`config.mk`:
```
export PLATFORM = sky130hd
export DESIGN_NAME = mem_access_unit
export DESIGN_NICKNAME = d
export VERILOG_FILES = /design/src/rtl/mem_access_pkg.sv /design/src/rtl/mem_access_unit_byte_merge.sv /design/src/rtl/mem_access_unit.sv
export SDC_FILE = /design/constraint.sdc
export NUM_CORES = 1
export LEC_CHECK = 0
export BUFFER_PORTS_ARGS = -buffer_cell sky130_fd_sc_hd__buf_4
export CELL_PAD_IN_SITES_DETAIL_PLACEMENT = 0
export CELL_PAD_IN_SITES_GLOBAL_PLACEMENT = 2
export CORE_MARGIN = 5
export CORE_UTILIZATION = 33
export DETAILED_ROUTE_END_ITERATION = 6
export PLACE_DENSITY_LB_ADDON = 0.08
export RECOVER_POWER = 100
export SETUP_SLACK_MARGIN = 0.4
export SYNTH_ARGS = -nofsm -noshare
export SYNTH_HDL_FRONTEND = slang
export SYNTH_HIERARCHICAL = 1
export SYNTH_SLANG_ARGS = --single-unit
```
`constraint.sdc`:
```
create_clock -name clk -period 2 [get_ports clk]
set_clock_uncertainty 0.05 [all_clocks]
set_input_delay 0.2 -clock clk [delete_from_list [all_inputs] [get_ports clk]]
set_output_delay 0.2 -clock clk [all_outputs]
set_load 0.01 [all_outputs]
```
`src/rtl/mem_access_pkg.sv`:
```
// mem_access_pkg: shared definitions for the memory access unit.
//   - default word / address / byte-enable widths
//   - FSM state encoding
package mem_access_pkg;

    localparam int DEF_DATA_WIDTH = 32;
    localparam int DEF_ADDR_WIDTH = 9;
    localparam int DEF_BE_WIDTH   = DEF_DATA_WIDTH / 8;

    typedef enum logic [1:0] {
        IDLE    = 2'd0,
        ISSUE   = 2'd1,
        CAPTURE = 2'd2,
        RESP    = 2'd3
    } state_e;

endpackage

```
`src/rtl/mem_access_unit_byte_merge.sv`:
```
// byte_merge: combinational read-modify-write merge.
//   old_word : word currently in memory
//   new_word : requester write data
//   be       : byte enables, bit i selects new_word[8i+7:8i]
//   merged   : per byte, new byte where be is set, else old byte
module byte_merge
    import mem_access_pkg::*;
#(
    parameter  int DATA_WIDTH = DEF_DATA_WIDTH,
    localparam int BE_WIDTH   = DATA_WIDTH / 8
) (
    input  logic [DATA_WIDTH-1:0] old_word,
    input  logic [DATA_WIDTH-1:0] new_word,
    input  logic [BE_WIDTH-1:0]   be,
    output logic [DATA_WIDTH-1:0] merged
);

    for (genvar i = 0; i < BE_WIDTH; i++) begin : g_lane
        assign merged[8*i +: 8] = be[i] ? new_word[8*i +: 8] : old_word[8*i +: 8];
    end

endmodule

```
`src/rtl/mem_access_unit.sv`:
```
// mem_access_unit: single-outstanding request front end for a synchronous
// single-port RAM, with byte-enable writes done as read-modify-write.
//   clk, resetn          : clock, async active-low reset
//   req_valid/req_ready  : request handshake (ready only while idle)
//   req_we/addr/wdata/be : request fields, captured on acceptance
//   rsp_valid/rsp_rdata  : one-cycle completion pulse, read data register
//   ram_addr/data/we     : RAM port (RAM registers its address)
//   ram_q                : RAM read data, valid the cycle after ram_addr
module mem_access_unit
    import mem_access_pkg::*;
#(
    parameter  int DATA_WIDTH = DEF_DATA_WIDTH,
    parameter  int ADDR_WIDTH = DEF_ADDR_WIDTH,
    localparam int BE_WIDTH   = DATA_WIDTH / 8
) (
    input  logic                  clk,
    input  logic                  resetn,
    input  logic                  req_valid,
    output logic                  req_ready,
    input  logic                  req_we,
    input  logic [ADDR_WIDTH-1:0] req_addr,
    input  logic [DATA_WIDTH-1:0] req_wdata,
    input  logic [BE_WIDTH-1:0]   req_be,
    output logic                  rsp_valid,
    output logic [DATA_WIDTH-1:0] rsp_rdata,
    output logic [ADDR_WIDTH-1:0] ram_addr,
    output logic [DATA_WIDTH-1:0] ram_data,
    output logic                  ram_we,
    input  logic [DATA_WIDTH-1:0] ram_q
);

    if (DATA_WIDTH % 8 != 0) begin : g_bad_width
        $error("mem_access_unit: DATA_WIDTH must be a multiple of 8");
    end

    state_e                state, state_nxt;
    logic                  rdy_q;
    logic                  we_q;
    logic [ADDR_WIDTH-1:0] addr_q;
    logic [DATA_WIDTH-1:0] wdata_q;
    logic [BE_WIDTH-1:0]   be_q;
    logic [DATA_WIDTH-1:0] rdata_q;
    logic [DATA_WIDTH-1:0] merged;
    logic                  accept;
    logic                  be_full;
    logic                  be_none;

    assign accept  = req_valid && rdy_q;
    assign be_full = &be_q;
    assign be_none = ~|be_q;

    always_comb begin
        state_nxt = state;
        unique case (state)
            IDLE:    if (accept) state_nxt = ISSUE;
            // Full and empty writes need no old data; everything else waits
            // one cycle for ram_q.
            ISSUE:   state_nxt = (we_q && (be_full || be_none)) ? RESP : CAPTURE;
            CAPTURE: state_nxt = RESP;
            RESP:    state_nxt = IDLE;
            default: state_nxt = IDLE;
        endcase
    end

    always_ff @(posedge clk or negedge resetn) begin
        if (!resetn) begin
            state   <= IDLE;
            rdy_q   <= 1'b0;
            we_q    <= 1'b0;
            addr_q  <= '0;
            wdata_q <= '0;
            be_q    <= '0;
            rdata_q <= '0;
        end else begin
            state <= state_nxt;
            // Registered so ready stays low during reset and rises on the
            // first edge after release.
            rdy_q <= (state_nxt == IDLE);
            if (state == IDLE && accept) begin
                we_q    <= req_we;
                addr_q  <= req_addr;
                wdata_q <= req_wdata;
                be_q    <= req_be;
            end
            if (state == CAPTURE && !we_q) rdata_q <= ram_q;
        end
    end

    byte_merge #(.DATA_WIDTH(DATA_WIDTH)) u_merge (
        .old_word (ram_q),
        .new_word (wdata_q),
        .be       (be_q),
        .merged   (merged)
    );

    // RAM side is decoded from state and captured fields only, never req_*.
    assign req_ready = rdy_q;
    assign rsp_valid = (state == RESP);
    assign rsp_rdata = rdata_q;
    assign ram_addr  = addr_q;
    assign ram_we    = we_q && ((state == ISSUE && be_full) || state == CAPTURE);
    assign ram_data  = (state == CAPTURE) ? merged : wdata_q;

endmodule

```
### Word level (Yosys, flattened, before mapping)

Cells that the tools add are included.

| operators by class | value |
|---|---|
| eq/ne operators | 3 |
| mux-type cells | 8 |
| reduce and logical (&&, ||, !) cells | 14 |

Operators by type and width:

| cell | count |
|---|---|
| 2-to-1 mux 32 bit | 1 |
| 2-to-1 mux 8 bit | 4 |
| case mux 2 bit (4 select lines) | 1 |
| logical AND 1 bit | 6 |
| == test 2 bit, second input constant | 2 |
| logical NOT 2 bit | 2 |
| AND reduction 4 bit | 1 |
| OR reduction 4 bit | 1 |
| == test 2 x 1 -> 1 bit, second input constant | 1 |
| logical NOT 1 bit | 2 |
| logical OR 1 bit | 2 |
| 2-to-1 mux 2 bit | 1 |
| 2-to-1 mux 1 bit | 1 |

| storage, ports and cells | value |
|---|---|
| bits in registers | 81 |
| input bits | 81 |
| output and inout bits | 76 |
| word-level logic and storage cells | 32 |

### Longest topological paths before layout

| depth | value |
|---|---|
| depth after elaboration | 7 |
| depth in mapped cells | 7 |
| depth with buffers taken out | 5 |

### Cells and area by module

Netlist, hierarchy kept.

By module, submodules not included:

| module | instances | cells each | area each (µm²) | sequential area each (µm²) |
|---|---|---|---|---|
| mem_access_unit | 1 | 224 | 3671.0 | 2026.9 |
| byte_merge | 1 | 36 | 525.5 | 0.0 |

### Worst setup path after synthesis

OpenSTA, ideal clock, no wires.

| path | value |
|---|---|
| path type | register to register |
| from | register state[0] |
| to | register rdata_q[10], in the netlist rsp_rdata[10] |
| setup time | 125 ps |
| arrival | 1448 ps |
| data required time | 1825 ps |
| path slack | 377 ps |
| cell stages (with the launch flop) | 8 |
| path buffers | 3 |
| clock period less this slack | 1623 ps |
| cell sequence | dfrtp_1 inv_1 ha_1 buf_6 nor2b_4 buf_6 buf_12 mux2_4 |

| between the ends | value |
|---|---|
| cells in the longest elaborated chain, start to end | 2 |

RTL lines:

| item | RTL line | text |
|---|---|---|
| start: declaration | mem_access_unit.sv:36 | `state_e state, state_nxt;` |
| start signal: assignment | mem_access_unit.sv:75 | `state <= state_nxt;` |
| == test 2 bit | mem_access_unit.sv:85 | `if (state == CAPTURE && !we_q) rdata_q <= ram_q;` |
| logical AND 1 bit | mem_access_unit.sv:85 |  |
| end signal: assignment | mem_access_unit.sv:85 |  |
| end: declaration | mem_access_unit.sv:42 | `logic [DATA_WIDTH-1:0] rdata_q;` |

No other way between the ends.
A chain may end at the register's enable or synchronous reset.

### Final worst setup path

| path | value |
|---|---|
| from | register state[0] |
| to | output port ram_data[1] |

| between the ends | value |
|---|---|
| cells in the longest elaborated chain, start to end | 2 |

RTL lines:

| item | RTL line | text |
|---|---|---|
| == test 2 bit | mem_access_unit.sv:102 | `assign ram_data = (state == CAPTURE) ? merged : wdata_q;` |
| 2-to-1 mux 32 bit | mem_access_unit.sv:102 |  |
| end: declaration | mem_access_unit.sv:27 | `output logic [DATA_WIDTH-1:0] ram_data,` |

No other way between the ends.

==> flow_summary.json <==
{
  "yosys_register_bits": 81,
  "setup_repair_after_global_routing_missed_its_margin": "true",
  "dp_hpwl_um": 7620,
  "power.share.clock": 0.140,
  "crit_path_top_delay_cell": "sky130_fd_sc_hd__dfrtp_1",
  "h_tree_levels": 3,
  "final_common_cell": "sky130_fd_sc_hd__mux2_4",
  "root_buffer": "sky130_fd_sc_hd__clkbuf_16",
  "tritoncts": "built",
  "finish.utilization": 0.522,
  "grt_antenna_before_repair": 0,
  "drt_first_pass_iters": 4,
  "postSynthAreaPerCell_um2": 16.1,
  "globalRouteTotalUtil": 0.166,
  "drt_wl_total_um": 12400,
  "cpPeakStageDelay_ns": 0.38,
  "placed_cells_incl_taps": 580,
  "synthCells": 260,
  "failed_checks": "negative setup slack",
  "worst_setup_path_start_kind": "flip-flop",
  "setup_violations": 6,
  "min_path_type": "primary input to flip-flop",
  "critPathTopFamily": "buffers and inverters",
  "worst_ir_drop_vdd_v": 0.000662,
  "core_mm2": 0.0126,
  "antenna_left": 0,
  "critPathKind": "flip-flop to output pin",
  "power.combinational.fraction": 0.606,
  "initial_utilization": 0.334,
  "finalWorstPathRequiredPeriod_ns": 2.01,
  "max_cap_viol_count": 0,
  "synth.net_count": 346,
  "drv_slew": 0,
  "yosysWarningCount": 6,
  "final-instance-count-excl-fill": 642,
  "timing.setup.tns_ns": -0.0387,
  "io-pin-count": 157,
  "dieWidth_um": 123,
  "drc_errors": 0,
  "first_global_vias": 3111,
  "largest_buffer_count_on_any_clock_path": 2,
  "clock_buffers_created_by_tritoncts": 9,
  "floorplan.rows": 41,
  "syn_area_mm2": 0.00420,
  "critPathMaxFanout": 5,
  "timing.critical_path.required_ns": 1.75,
  "layout-drive-gt1-share": 0.702,
  "routed_via_density": 4.54,
  "initialDrtViolationCount": 66,
  "critical_path_end_type": "output pin",
  "path_common_cell": "sky130_fd_sc_hd__buf_6",
  "portBuffers": 156,
  "synth_cell_types": 20,
  "setup_ws_ns": -0.0135,
  "detail_route.wl_per_cell_um": 19.3,
  "final_net_count": 551,
  "timing.max_slew.rel_slack": 0.289,
  "timing.final.crit_share": 1.01,
  "fp.dieArea_mm2": 0.0151,
  "worst_pin_slew_ns": 1.07,
  "maximum_achievable_frequency_ghz": 0.497,
  "overflow": 0,
  "gp_congestion": 0.731,
  "pwr-share-seq": 0.254,
  "pwr_density_cell_mw_per_mm2": 1880,
  "seq_area_frac_synth": 0.483,
  "clk_latency_worst_skew_pair_ns": 0.34,
  "crit_arrival_ns": 1.76,
  "clk_pin_slew_ns": 0.06,
  "most-common-layout-cells": "95 x sky130_fd_sc_hd__mux2_4, 89 x sky130_fd_sc_hd__buf_4, 77 x sky130_fd_sc_hd__dfrtp_1",
  "p_leak_uw": 0.00309,
  "timing_hold_violations_final": 0,
  "grt_max_degree": 45,
  "path_cells": "inv_2 > ha_4 > buf_6 > buf_12 > buf_16 > mux2_4 > buf_6",
  "total_switching_power_uw": 3990,
  "cts.sink_count": 81,
  "die_height_um": 123,
  "syn2layout_area_growth_pct": 56.4,
  "insertedDiodeCount": 0,
  "vias": 2912,
  "power.internal_uw": 8360,
  "power.share.switching": 0.323,
  "critPathBufInv": 5,
  "run_status": "finished, violations left",
  "grt_first_pass_wirelength_um": 18200
}
-- sequential cells by signal, summed over array words and instances (netlist names) --
name	count
be_q	4
wdata_q	32
req_ready	1
state	2
ram_addr	9
we_q	1
rsp_rdata	32
-- power by group through the flow --
stage               registers (uW)  logic, uW  clock network, uW
floorplan                     3180       3550                  0
global placement              3250       5560                  0
detailed placement            3280       5600                  0
CTS                           3150       7990               1780
global route                  3250       7930               1840
finish                        3130       7490               1730
-- cell usage after synthesis --
cell type | n | area share
sky130_fd_sc_hd__a2111oi_0 | 1 | 0.0021
sky130_fd_sc_hd__nor4_1 | 1 | 0.0015
sky130_fd_sc_hd__mux2_4 | 62 | 0.22
sky130_fd_sc_hd__mux2_2 | 80 | 0.21
sky130_fd_sc_hd__a22oi_1 | 1 | 0.0018
sky130_fd_sc_hd__inv_1 | 3 | 0.0027
sky130_fd_sc_hd__ha_1 | 5 | 0.015
sky130_fd_sc_hd__o211ai_1 | 1 | 0.0018
sky130_fd_sc_hd__a21oi_1 | 2 | 0.0024
sky130_fd_sc_hd__nor2b_1 | 1 | 0.0015
sky130_fd_sc_hd__a311o_1 | 1 | 0.0024
sky130_fd_sc_hd__buf_12 | 3 | 0.014
sky130_fd_sc_hd__nand3_2 | 1 | 0.0024
sky130_fd_sc_hd__buf_2 | 7 | 0.0083
sky130_fd_sc_hd__buf_6 | 6 | 0.016
sky130_fd_sc_hd__and4_1 | 1 | 0.0021
sky130_fd_sc_hd__nor2_1 | 1 | 0.00089
sky130_fd_sc_hd__nor2b_4 | 1 | 0.0033
sky130_fd_sc_hd__nor4b_1 | 1 | 0.0021
sky130_fd_sc_hd__dfrtp_1 | 81 | 0.48
-- worst register-to-register path, delay by kind of cell, from the launching register on --
| kind | cells | cell delay (ns) |
|---|---|---|
| flip-flops | 1 | 0.39 |
| AND/OR/NAND/NOR | 1 | 0.14 |
| adder cells (fa/ha/maj) | 1 | 0.25 |
| buffers and inverters | 4 | 0.64 |
| multiplexers | 1 | 0.38 |
-- stage by stage --
step	area [um^2]	hold slack [ns]	setup WS (ns)	total power, uW
floorplan	4210	-0.146	0.412	6730
global placement	5560	0.0425	0.197	8810
detailed placement	5560	0.0474	0.192	8870
CTS	6820	0.0216	-0.00656	12900
global route	6560	0.0282	-0.0589	13000
finish	6560	0.0344	-0.0135	12300
-- layer usage --
metal  vias to the layer above  share of wire  GRT usage
met5                         -              0          0
met1                      1455           0.43      0.205
met2                        87           0.49      0.275
met3                        14          0.059     0.0433
li1                       1356              -          -
met4                         0          0.017     0.0693
-- final cells by class --
class / instances / area [um^2]
timing repair buffer: 210 / 1810
sequential: 81 / 2040
clock inverter: 2 / 35.0
tap: 172 / 215
clock buffer: 14 / 274
fill: 1156 / 6000
multi-input combinational: 160 / 2180
inverter: 3 / 11.3
-- final timing paths --
| path | from | to | slack, ns | depth (start not counted) |
|---|---|---|---|---|
| worst max-delay path | state[0]$_DFF_PN0_ | ram_data[1] | -0.01 | 7 |
| worst min-delay path | req_addr[8] | ram_addr[8]$_DFFE_PN0P_ | 0.03 | 2 |
| worst max register to register | state[1]$_DFF_PN0_ | wdata_q[3]$_DFFE_PN0P_ | 0.06 | 7 |
| max in group asynchronous | resetn | be_q[2]$_DFFE_PN0P_ | 0.33 | 3 |
| worst min register to register | ram_addr[6]$_DFFE_PN0P_ | ram_addr[6]$_DFFE_PN0P_ | 0.45 | 1 |
| min in group asynchronous | resetn | rsp_rdata[18]$_DFFE_PN0P_ | 0.52 | 2 |
-- kinds of logic after synthesis --
group                    synth area share
AO/OA/AOI/OAI                      0.0104
adder cells (fa/ha/maj)            0.0149
buffers and inverters              0.0414
flip-flops                          0.483
multiplexers                        0.436
AND/OR/NAND/NOR                    0.0137
-- timing repair --
action                                  in CTS  in global routing
hold buffers                                 1                  0
cloned                                      11                  0
endpoints found under the setup margin     105                111
resized for setup                          109                 17
pin swaps                                    4                  3
buffers inserted                            28                  6
hold endpoints to repair                    15                  0
(Power assumes the default switching activity.)
